File: src/rtl/spi_command_queue.sv
// rtl/spi_command_queue.sv - SPI command FIFO, frame launcher and response capture
module spi_command_queue #(
  parameter int DATA_WIDTH = 16,
  parameter int RESP_WIDTH = 8,
  parameter int DEPTH      = 8,
  parameter int GAP_CYCLES = 2
) (
  input  logic                   clk,
  input  logic                   reset_n,
  input  logic [DATA_WIDTH-1:0]  cmd_data,
  input  logic                   cmd_valid,
  output logic                   cmd_ready,
  output logic [$clog2(DEPTH):0] level,
  output logic                   spi_enable,
  output logic [DATA_WIDTH-1:0]  spi_outgoing_data,
  input  logic                   spi_busy,
  input  logic [RESP_WIDTH-1:0]  spi_incoming_data,
  output logic [RESP_WIDTH-1:0]  resp_data,
  output logic                   resp_valid,
  output logic                   idle
);

  localparam int AW = $clog2(DEPTH);
  localparam int LW = AW + 1;
  localparam int GW = (GAP_CYCLES > 1) ? $clog2(GAP_CYCLES) : 1;
  localparam logic [GW-1:0] GAP_LAST   = GW'((GAP_CYCLES > 0) ? GAP_CYCLES - 1 : 0);
  localparam logic [LW-1:0] LEVEL_FULL = LW'(DEPTH);

  typedef enum logic [1:0] {
    ST_IDLE      = 2'd0,
    ST_LAUNCH    = 2'd1,
    ST_WAIT_DONE = 2'd2,
    ST_GAP       = 2'd3
  } state_t;

  state_t                 state_q;
  state_t                 state_d;
  logic [DATA_WIDTH-1:0]  mem [DEPTH];
  logic [AW-1:0]          wr_ptr;
  logic [AW-1:0]          rd_ptr;
  logic [GW-1:0]          gap_cnt;
  logic                   push;
  logic                   pop;
  logic                   launch;
  logic                   capture;

  // Space is judged from the registered level, so a pop only frees a slot on the following cycle.
  assign cmd_ready = (level < LEVEL_FULL);
  assign push      = cmd_valid && cmd_ready;
  assign idle      = (state_q == ST_IDLE) && (level == '0);

  // FIFO storage; stale contents after reset are harmless because the pointers are cleared.
  always_ff @(posedge clk) begin
    if (push) begin
      mem[wr_ptr] <= cmd_data;
    end
  end

  // Circular pointers and occupancy; pointers wrap naturally because DEPTH is a power of two.
  always_ff @(posedge clk or negedge reset_n) begin
    if (!reset_n) begin
      wr_ptr <= '0;
      rd_ptr <= '0;
      level  <= '0;
    end else begin
      if (push) begin
        wr_ptr <= wr_ptr + AW'(1);
      end
      if (pop) begin
        rd_ptr <= rd_ptr + AW'(1);
      end
      case ({push, pop})
        2'b10:   level <= level + LW'(1);
        2'b01:   level <= level - LW'(1);
        default: level <= level;
      endcase
    end
  end

  // State register.
  always_ff @(posedge clk or negedge reset_n) begin
    if (!reset_n) begin
      state_q <= ST_IDLE;
    end else begin
      state_q <= state_d;
    end
  end

  // Next-state: one frame per queued word, then an optional idle gap so slave-select can settle.
  always_comb begin
    state_d = state_q;
    case (state_q)
      ST_IDLE:      if (level != '0) state_d = ST_LAUNCH;
      ST_LAUNCH:    if (spi_busy) state_d = ST_WAIT_DONE;
      ST_WAIT_DONE: if (!spi_busy) state_d = (GAP_CYCLES == 0) ? ST_IDLE : ST_GAP;
      ST_GAP:       if (gap_cnt == GAP_LAST) state_d = ST_IDLE;
      default:      state_d = ST_IDLE;
    endcase
  end

  // Output decode: enable is dropped on the first busy so the master never sees it while returning idle.
  always_comb begin
    launch  = 1'b0;
    pop     = 1'b0;
    capture = 1'b0;
    case (state_q)
      ST_IDLE:      launch  = (level != '0);
      ST_LAUNCH:    pop     = spi_busy;
      ST_WAIT_DONE: capture = !spi_busy;
      default:      ;
    endcase
  end

  // Registered master-facing outputs, response capture and gap counter.
  always_ff @(posedge clk or negedge reset_n) begin
    if (!reset_n) begin
      spi_enable        <= 1'b0;
      spi_outgoing_data <= '0;
      resp_valid        <= 1'b0;
      resp_data         <= '0;
      gap_cnt           <= '0;
    end else begin
      resp_valid <= capture;
      if (launch) begin
        spi_enable        <= 1'b1;
        spi_outgoing_data <= mem[rd_ptr];
      end else if (pop) begin
        spi_enable <= 1'b0;
      end
      if (capture) begin
        resp_data <= spi_incoming_data;
      end
      if (state_q == ST_GAP) begin
        gap_cnt <= gap_cnt + GW'(1);
      end else begin
        gap_cnt <= '0;
      end
    end
  end

endmodule

File: config.mk
export PLATFORM = sky130hd
export DESIGN_NAME = spi_command_queue
export DESIGN_NICKNAME = d
export VERILOG_FILES = /design/src/rtl/spi_command_queue.sv
export SDC_FILE = /design/constraint.sdc
export NUM_CORES = 1
export LEC_CHECK = 0
export BUFFER_PORTS_ARGS = -buffer_cell sky130_fd_sc_hd__buf_2
export CAP_MARGIN = 20
export CORE_ASPECT_RATIO = 1.25
export CORE_MARGIN = 5
export CORE_UTILIZATION = 50
export DETAILED_ROUTE_END_ITERATION = 12
export GPL_ROUTABILITY_DRIVEN = 0
export PLACE_DENSITY = 0.69
export SETUP_SLACK_MARGIN = 0.1
export SYNTH_ARGS = -nofsm -noshare
export SYNTH_HDL_FRONTEND = slang
export SYNTH_SLANG_ARGS = --single-unit
File: constraint.sdc
create_clock -name clk -period 2.7 [get_ports clk]
set_input_delay 0.27 -clock clk [delete_from_list [all_inputs] [get_ports clk]]
set_output_delay 0.27 -clock clk [all_outputs]
set_load 0.1 [all_outputs]
==> impl_metrics.py, run 1 <==
metrics = {
    "clocking": {
        "cts_made_buffers": 17,
        "clk_pin_slew_worst_paths_ps": 60,
        "clockBufferDepth": 2,
        "cts_resized": 0,
        "numClockSinks": 167,
        "clk_latency_ps": 420,
        "tritoncts": "done",
        "postCtsHoldBufs": 0,
        "cts_root_buf": "clkbuf_16",
        "htreeDepth": 4,
        "cts_setup_buffers": 0,
    },
    "yosys": {
        "syn_inst": 388,
        "yosys_warnings": 0,
        "syn-cell-area_um2": 6600,
        "synth.distinct_cells": 33,
        "syn-num-nets": 425,
        "yosysSeqAreaShare_pct": 73.1,
        "syn_avg_cell_area_um2": 17.0,
        "ys_seq_elements": 167,
    },
    "setup_path": {
        "critical_path_arrival_ps": 2550,
        "crit_start": "level[3]$_DFFE_PN0P_",
        "critPathCaptureType": "flop",
        "cp-endpoint": "level[2]$_DFFE_PN0P_",
        "cp-start-kind": "flop",
        "criticalPathCategory": "reg -> reg",
        "rrSetupSlack_ps": 450,
        "r2r-end": "level[2]$_DFFE_PN0P_",
        "r2r_cells": 9,
        "worstPathRequired_ps": 3000,
        "r2r_start": "level[3]$_DFFE_PN0P_",
        "worst-path-max-fanout": 6,
    },
    "timing": {
        "worstMarginPinSlew_ps": 973,
        "slew_violations": 0,
        "period_share_pct": 83.5,
        "setup_viol": 0,
        "setup_tns_ps": 0,
        "rsz0062_at_grt": "false",
        "relSlewSlack_pct": 35.2,
        "max_freq_ghz": 0.444,
        "clock_skew_ps": 8.24,
        "hold_violations": 0,
        "min_period_ps": 2250,
    },
    "place": {
        "dpl.hpwl_um": 8040,
        "dpl-instance-area_um2": 7160,
        "dp_cells": 622,
        "io_buffers": 59,
    },
    "route": {
        "drt_wl_total_um": 12900,
        "vias": 3561,
        "drtIter0Drc": 222,
        "drcViolationCount": 0,
        "drtPass1Iterations": 6,
        "routed_via_density": 5.44,
        "antenna_left": 0,
        "wl_per_cell_um": 19.7,
    },
    "floorplan": {
        "initial_core_util_pct": 50.3,
        "core_area_um2": 13100,
        "die_w_um": 113,
        "ios": 60,
        "fp.dieH_um": 138,
        "placementRows": 47,
        "die-area_um2": 15600,
    },
    "global_route": {
        "grt_pass1_vias": 3688,
        "grtUsageTotal_pct": 17.4,
        "grt_max_degree": 40,
        "grt_pass1_wl_um": 20500,
        "overflow": 0,
        "antenna_found_initial": 0,
    },
    "job": {
        "drv_cap": 0,
    },
    "final_layout": {
        "stdcell_area_um2": 7750,
        "drive_gt1_share_pct": 32.3,
        "areaGrowthSynthToFinish_pct": 17.5,
        "final_cells": 655,
        "nFillCells": 985,
        "nets": 507,
    },
    "status": {
        "status": "complete, no violations",
    },
    "hold_path": {
        "worstHoldPathType": "in -> async",
    },
}
## cell usage after synthesis
| cell | instances | area, um2 |
|---|---|---|
| nor2_1 | 8 | 30.0 |
| nand2b_1 | 5 | 31.3 |
| inv_1 | 6 | 22.5 |
| mux2i_1 | 32 | 320 |
| o32a_1 | 1 | 10.0 |
| a21oi_1 | 2 | 10.0 |
| a211o_1 | 1 | 8.76 |
| buf_8 | 4 | 60.1 |
| and2_1 | 1 | 6.26 |
| nor4_1 | 1 | 6.26 |
| a21o_1 | 1 | 7.51 |
| buf_2 | 2 | 10.0 |
| nor2b_1 | 5 | 31.3 |
| clkbuf_1 | 7 | 26.3 |
| nand2_1 | 25 | 93.8 |
| buf_6 | 1 | 11.3 |
| o22ai_1 | 11 | 68.8 |
| xnor2_1 | 5 | 43.8 |
| o21ai_1 | 16 | 80.1 |
| o221ai_1 | 5 | 43.8 |
| mux2_2 | 44 | 495 |
| a221o_1 | 11 | 110 |
| o21ai_0 | 1 | 5.00 |
| nor3_1 | 3 | 15.0 |
| a22oi_1 | 5 | 37.5 |
| dfrtp_1 | 39 | 976 |
| clkbuf_2 | 2 | 10.0 |
| nand3_1 | 1 | 5.00 |
| ha_1 | 9 | 113 |
| buf_12 | 1 | 20.0 |
| xor2_1 | 4 | 35.0 |
| a211oi_1 | 1 | 7.51 |
| edfxtp_1 | 128 | 3840 |
## cells by family (layout without fill, tap and decap cells)
kind of cell / after synthesis / count (layout) / synth area share (%)
DFF: 167 / 167 / 73.1
and+or+nand+nor: 49 / 49 / 3.32
AOI/OAI and AO/OA: 55 / 55 / 5.90
other: 0 / 1 / 0
xor gates and xnor gates: 9 / 9 / 1.20
muxes: 76 / 76 / 12.4
adders and majority gates: 9 / 9 / 1.71
buffers and inverters: 23 / 118 / 2.43
## final cells by class
type	instances	area, um2	area share (%)
sequential	167	4820	62.2
multi-input combinational	198	1630	21.0
timing repair buffer	80	478	6.17
clock buffer	18	429	5.54
tap	171	214	2.76
clock inverter	14	156	2.02
inverter	6	22.5	0.291
antenna	1	2.50	0.0323
## critical path, cell delays in order, from the launching register on
cell	delay [ps]
dfrtp_1	400
nor2b_1	420
inv_1	140
ha_1	290
xor2_1	180
ha_1	200
a21oi_1	150
xor2_1	160
nor2_1	60
xor2_1	140
## worst min path at each step
stage / from / cells past startpoint / endpoint
6_report: reset_n / 1 / spi_outgoing_data[0]$_DFFE_PN0P_
5_1_grt: spi_incoming_data[1] / 2 / resp_data[1]$_DFFE_PN0P_
4_1_cts: reset_n / 1 / spi_outgoing_data[7]$_DFFE_PN0P_
3_5_place_dp: gap_cnt$_DFF_PN0_ / 1 / gap_cnt$_DFF_PN0_
3_3_place_gp: gap_cnt$_DFF_PN0_ / 1 / gap_cnt$_DFF_PN0_
2_1_floorplan: reset_n / 0 / gap_cnt$_DFF_PN0_
## sequential cells by signal, indices dropped and copies added (netlist names)
| name | count |
|---|---|
| mem | 128 |
| spi_outgoing_data | 16 |
| resp_data | 8 |
| level | 4 |
| rd_ptr | 3 |
| wr_ptr | 3 |
| state_q | 2 |
| gap_cnt | 1 |
| resp_valid | 1 |
| spi_enable | 1 |
## stage by stage
stage / hold slack, ps / utilization (%) / worst slack, ps
after global routing: 70.2 / 59.1 / 206
after CTS: 30.6 / 59.1 / 447
final: 13.3 / 59.1 / 446
after detailed placement: 405 / 54.6 / 461
after floorplan: -25.6 / - / 108
after global placement: 409 / 54.6 / 567
## per-layer routing
| metal | up-vias | part of all wire, % | track usage, % |
|---|---|---|---|
| met4 | 0 | 1.5 | 5.76 |
| met2 | 96 | 51 | 29.0 |
| met3 | 15 | 5.8 | 4.68 |
| met1 | 1790 | 42 | 22.1 |
| met5 | - | 0 | 0 |
| li1 | 1660 | - | - |
## cell usage in the layout (no fill, tap or decap), types with 9 or more instances in the layout
cell type,synthesis,final
o22ai_1,11,11
nand2_1,25,25
ha_1,9,9
dfrtp_1,39,38
mux2_2,44,44
mux2i_1,32,32
edfxtp_1,128,128
clkbuf_16,0,17
a221o_1,11,11
buf_4,0,19
buf_2,2,59
o21ai_1,16,16
Power of run 1 is not shown: default switching activity piles up to over one toggle a cycle in this logic, so the estimate is an artifact.
==> run 2: changes to the inputs <==
clock period = 2.3 ns   (was 2.7 ns; I/O delays follow)
==> run 2 against run 1 <==
  * Hold slack improved by 35 ps
  * Die area is the same
  * Sequential share of layout area down 0.92 points
  * Wire length is 2.3% lower
  * Largest cell class unchanged
  * Highest routed layer unchanged
==> impl_metrics.py, run 2 (same netlist as run 1, synthesis figures left out) <==
metrics = {
    "status": {
        "status": "complete, no violations",
    },
    "timing": {
        "relSlewSlack_pct": 67.4,
        "holdWs_ps": 47.9,
        "period_share_pct": 87.8,
        "clock_skew_ps": 7.30,
        "slew_violations": 0,
        "worstMarginPinSlew_ps": 493,
        "setup_tns_ps": 0,
        "max_freq_ghz": 0.495,
        "setup_viol": 0,
        "hold_violations": 0,
        "rsz0062_at_grt": "false",
        "min_period_ps": 2020,
    },
    "floorplan": {
        "core_area_um2": 13100,
        "die_w_um": 113,
        "initial_core_util_pct": 50.3,
        "ios": 60,
        "die-area_um2": 15600,
        "placementRows": 47,
        "fp.dieH_um": 138,
    },
    "job": {
        "drv_cap": 0,
    },
    "place": {
        "dpl-instance-area_um2": 7210,
        "dpl.hpwl_um": 7900,
        "io_buffers": 59,
    },
    "clocking": {
        "tritoncts": "done",
        "cts_made_buffers": 17,
        "clk_latency_ps": 410,
        "cts_root_buf": "clkbuf_16",
        "numClockSinks": 167,
        "clk_pin_slew_worst_paths_ps": 70,
        "htreeDepth": 4,
        "clockBufferDepth": 2,
    },
    "setup_path": {
        "critical_path_arrival_ps": 1790,
        "criticalPathCategory": "reg -> out",
        "cp-start-kind": "flop",
        "worst-path-max-fanout": 4,
        "critPathCaptureType": "output pin",
        "worstPathRequired_ps": 2070,
    },
    "final_layout": {
        "final_common_cell": "edfxtp_1",
        "stdcell_area_um2": 7880,
        "areaGrowthSynthToFinish_pct": 19.4,
        "top_register": "mem",
        "nets": 516,
        "reg_top3": "mem (128), spi_outgoing_data (16), resp_data (8)",
        "diodes": 0,
        "most-common-layout-cells": "edfxtp_1, buf_2, mux2_2, dfrtp_1, mux2i_1",
        "drive_gt1_share_pct": 35.4,
        "largest_reg_flops": 128,
        "nFillCells": 979,
    },
    "global_route": {
        "antenna_found_initial": 0,
        "overflow": 0,
        "grt_pass1_vias": 3778,
        "grtUsageTotal_pct": 17.0,
        "grt_pass1_wl_um": 20100,
        "grt_max_degree": 45,
    },
    "route": {
        "antenna_left": 0,
        "drt_wl_total_um": 12600,
        "drtPass1Iterations": 4,
        "drcViolationCount": 0,
        "wl_per_cell_um": 19.0,
        "vias": 3620,
        "routed_via_density": 5.46,
        "drtIter0Drc": 251,
    },
    "hold_path": {
        "worstHoldPathType": "in -> reg",
    },
}
## run 2: layout make-up
| class | instances | area [um2] | area share [%] |
|---|---|---|---|
| Clock buffer | 17 | 425 | 5.40 |
| Clock inverter | 15 | 203 | 2.57 |
| Inverter | 6 | 22.5 | 0.286 |
| Multi-Input combinational cell | 198 | 1630 | 20.7 |
| Tap cell | 171 | 214 | 2.72 |
| Timing Repair Buffer | 89 | 551 | 6.99 |
| Sequential cell | 167 | 4830 | 61.3 |
## run 2: routing by layer
layer,GRT usage (%),part of all wire (%),vias up
met5,0,0,-
met4,5.76,2.1,0
li1,-,-,1669
met2,28.2,51,105
met1,21.4,41,1826
met3,4.85,5.7,20
## run 2: worst max-delay path, cell delays in order, from the launching register on
cell and delay (ps):
dfrtp_4 490, nor4_1 340, and2_2 210, clkbuf_4 320
## run 2: timing repair
action / in CTS / in global routing
hold endpoints to repair: 18 / 0
setup endpoints to repair: 0 / 2
hold buffers: 1 / 0
buffers inserted: 0 / 3
gates resized for setup: 0 / 3
## run 2: final timing paths
path	start	to	slack, ps	cells past startpoint
max	level[3]$_DFFE_PN0P_	idle	280	3
min	spi_incoming_data[5]	resp_data[5]$_DFFE_PN0P_	50	2
max reg2reg	state_q[0]$_DFFE_PN0P_	level[2]$_DFFE_PN0P_	300	10
min reg2reg	gap_cnt$_DFF_PN0_	gap_cnt$_DFF_PN0_	430	1
max in group asynchronous	reset_n	spi_outgoing_data[5]$_DFFE_PN0P_	1320	3
min in group asynchronous	reset_n	level[3]$_DFFE_PN0P_	310	2
## run 2: through the flow
stage | setup slack (ps) | std cells | util [%]
after global placement | 224 | 627 | 55.0
after detailed placement | 128 | 627 | 55.0
after global routing | 132 | 663 | 60.1
after floorplan | 106 | 388 | -
after CTS | 118 | 660 | 59.8
final | 281 | 663 | 60.1
Power of run 2 is left out for the same reason.
==> run 3: changes to the inputs <==
CELL_PAD_IN_SITES_DETAIL_PLACEMENT = 0   (was default)
CELL_PAD_IN_SITES_GLOBAL_PLACEMENT = 1   (was default)
PLACE_DENSITY = default   (was 0.69)
PLACE_DENSITY_LB_ADDON = 0.1   (was default)
==> run 3 against run 2 <==
  * Setup slack got worse by 130 ps
  * Clock-buffer cell count grew 5
  * Non-clock buffer count decreased by 9
  * Global-route usage decreased by 0.33 points
  * Die area stayed put
  * Sequential cell count did not move
  * Register-to-register slack worse by 50 ps
  * Clock skew barely moved
==> impl_metrics.py, run 3 (same netlist as run 1, synthesis figures left out) <==
metrics = {
    "setup_path": {
        "cp-start-kind": "flop",
        "critPathCaptureType": "output pin",
        "rrSetupSlack_ps": 250,
        "cpMaxStageDelayCell": "dfrtp_4",
        "cp_cell_sequence": "nor4_1 > and2_2 > buf_2",
        "worst-path-max-fanout": 4,
        "cp-endpoint": "idle",
        "r2r_start": "state_q[1]$_DFFE_PN0P_",
        "critical_path_arrival_ps": 1920,
        "criticalPathCategory": "reg -> out",
        "worstPathRequired_ps": 2070,
        "r2r_cells": 11,
        "max_stage_delay_ps": 490,
        "r2r-end": "level[2]$_DFFE_PN0P_",
        "crit_start": "level[3]$_DFFE_PN0P_",
        "path_depth": 3,
        "critPathBufInv": 1,
        "critPathTopFamily": "simple AND/OR/NAND/NOR gates",
    },
    "final_layout": {
        "final_common_cell": "edfxtp_1",
        "largest_reg_flops": 128,
        "reg_top3": "mem (128), spi_outgoing_data (16), resp_data (8)",
        "top_register": "mem",
        "areaGrowthSynthToFinish_pct": 17.4,
        "most-common-layout-cells": "edfxtp_1, buf_2, mux2_2, dfrtp_1, mux2i_1",
        "drive_gt1_share_pct": 34.0,
        "nFillCells": 1007,
        "final_util_pct": 59.0,
        "nets": 507,
    },
    "floorplan": {
        "core_area_um2": 13100,
        "ios": 60,
        "die-area_um2": 15600,
        "die_w_um": 113,
        "placementRows": 47,
        "fp.dieH_um": 138,
        "initial_core_util_pct": 50.3,
    },
    "timing": {
        "clock_skew_ps": 7.47,
        "setup_tns_ps": 0,
        "setup_viol": 0,
        "slew_violations": 0,
        "worstMarginPinSlew_ps": 793,
        "rsz0062_at_grt": "false",
        "min_period_ps": 2150,
        "hold_violations": 0,
        "max_freq_ghz": 0.466,
        "period_share_pct": 93.3,
        "relSlewSlack_pct": 47.1,
    },
    "global_route": {
        "grt_pass1_wl_um": 19700,
        "overflow": 0,
        "grt_pass1_vias": 3635,
        "grtUsageTotal_pct": 16.6,
        "grt_max_degree": 67,
        "antenna_found_initial": 0,
    },
    "route": {
        "antenna_left": 0,
        "drt_wl_total_um": 12400,
        "routed_via_density": 5.41,
        "vias": 3545,
        "drtPass1Iterations": 4,
        "wl_per_cell_um": 19.0,
        "drcViolationCount": 0,
        "drtIter0Drc": 122,
    },
    "place": {
        "dpl.hpwl_um": 7290,
        "io_buffers": 59,
    },
    "status": {
        "status": "complete, no violations",
    },
    "job": {
        "drv_cap": 0,
    },
    "clocking": {
        "clk_latency_ps": 410,
        "clk_pin_slew_worst_paths_ps": 60,
        "cts_root_buf": "clkbuf_16",
        "clockBufferDepth": 2,
        "htreeDepth": 4,
        "tritoncts": "done",
        "cts_made_buffers": 17,
        "numClockSinks": 167,
    },
    "hold_path": {
        "hold_path_depth": 2,
        "worstHoldPathType": "in -> reg",
    },
}
[run 3: final cells by class]
class	instances	area [um2]	share of cell area [%]
clock inverter	10	98.8	1.28
sequential	167	4830	62.4
timing repair buffer	80	468	6.04
inverter	6	22.5	0.291
multi-input combinational	198	1630	21.1
tap	171	214	2.76
clock buffer	22	475	6.14
antenna	1	2.50	0.0323
[run 3: worst register-to-register path, stage by stage, from the launching register on]
cell and delay (ps):
dfrtp_1 390, inv_1 80, ha_1 210, nand2_2 130, inv_2 70, ha_2 210, xor2_1 170, ha_1 180
a21oi_1 140, xor2_1 170, nor2_1 70, xor2_1 140
[run 3: per-stage QoR]
| step | instance area, um2 | hold slack (ps) | std cells | worst slack, ps |
|---|---|---|---|---|
| floorplan | 6620 | -65.6 | 388 | 106 |
| global placement | 7140 | 347 | 620 | 224 |
| detailed placement | 7140 | 361 | 620 | 115 |
| CTS | 7730 | 34.3 | 653 | 111 |
| global route | 7740 | 37.9 | 654 | 109 |
| finish | 7740 | 47.9 | 655 | 154 |
[run 3: repair_timing]
action,in CTS,in global routing
endpoints found under the hold margin,30,0
hold buffers,1,0
resized for setup,0,3
buffers inserted,0,1
setup endpoints to repair,0,1
[run 3: worst min path at each step]
stage | startpoint | endpoint
floorplan | reset_n | gap_cnt$_DFF_PN0_
finish | spi_incoming_data[5] | resp_data[5]$_DFFE_PN0P_
CTS | spi_incoming_data[5] | resp_data[5]$_DFFE_PN0P_
global route | spi_incoming_data[3] | resp_data[3]$_DFFE_PN0P_
global placement | reset_n | level[3]$_DFFE_PN0P_
detailed placement | reset_n | level[3]$_DFFE_PN0P_
[run 3: routing by layer]
metal / routed length (um) / global-route usage (%)
met5: 0 / 0
met4: 154 / 5.25
met3: 534 / 4.28
met2: 6600 / 29.2
met1: 5130 / 19.9
Power of run 3 is left out for the same reason.
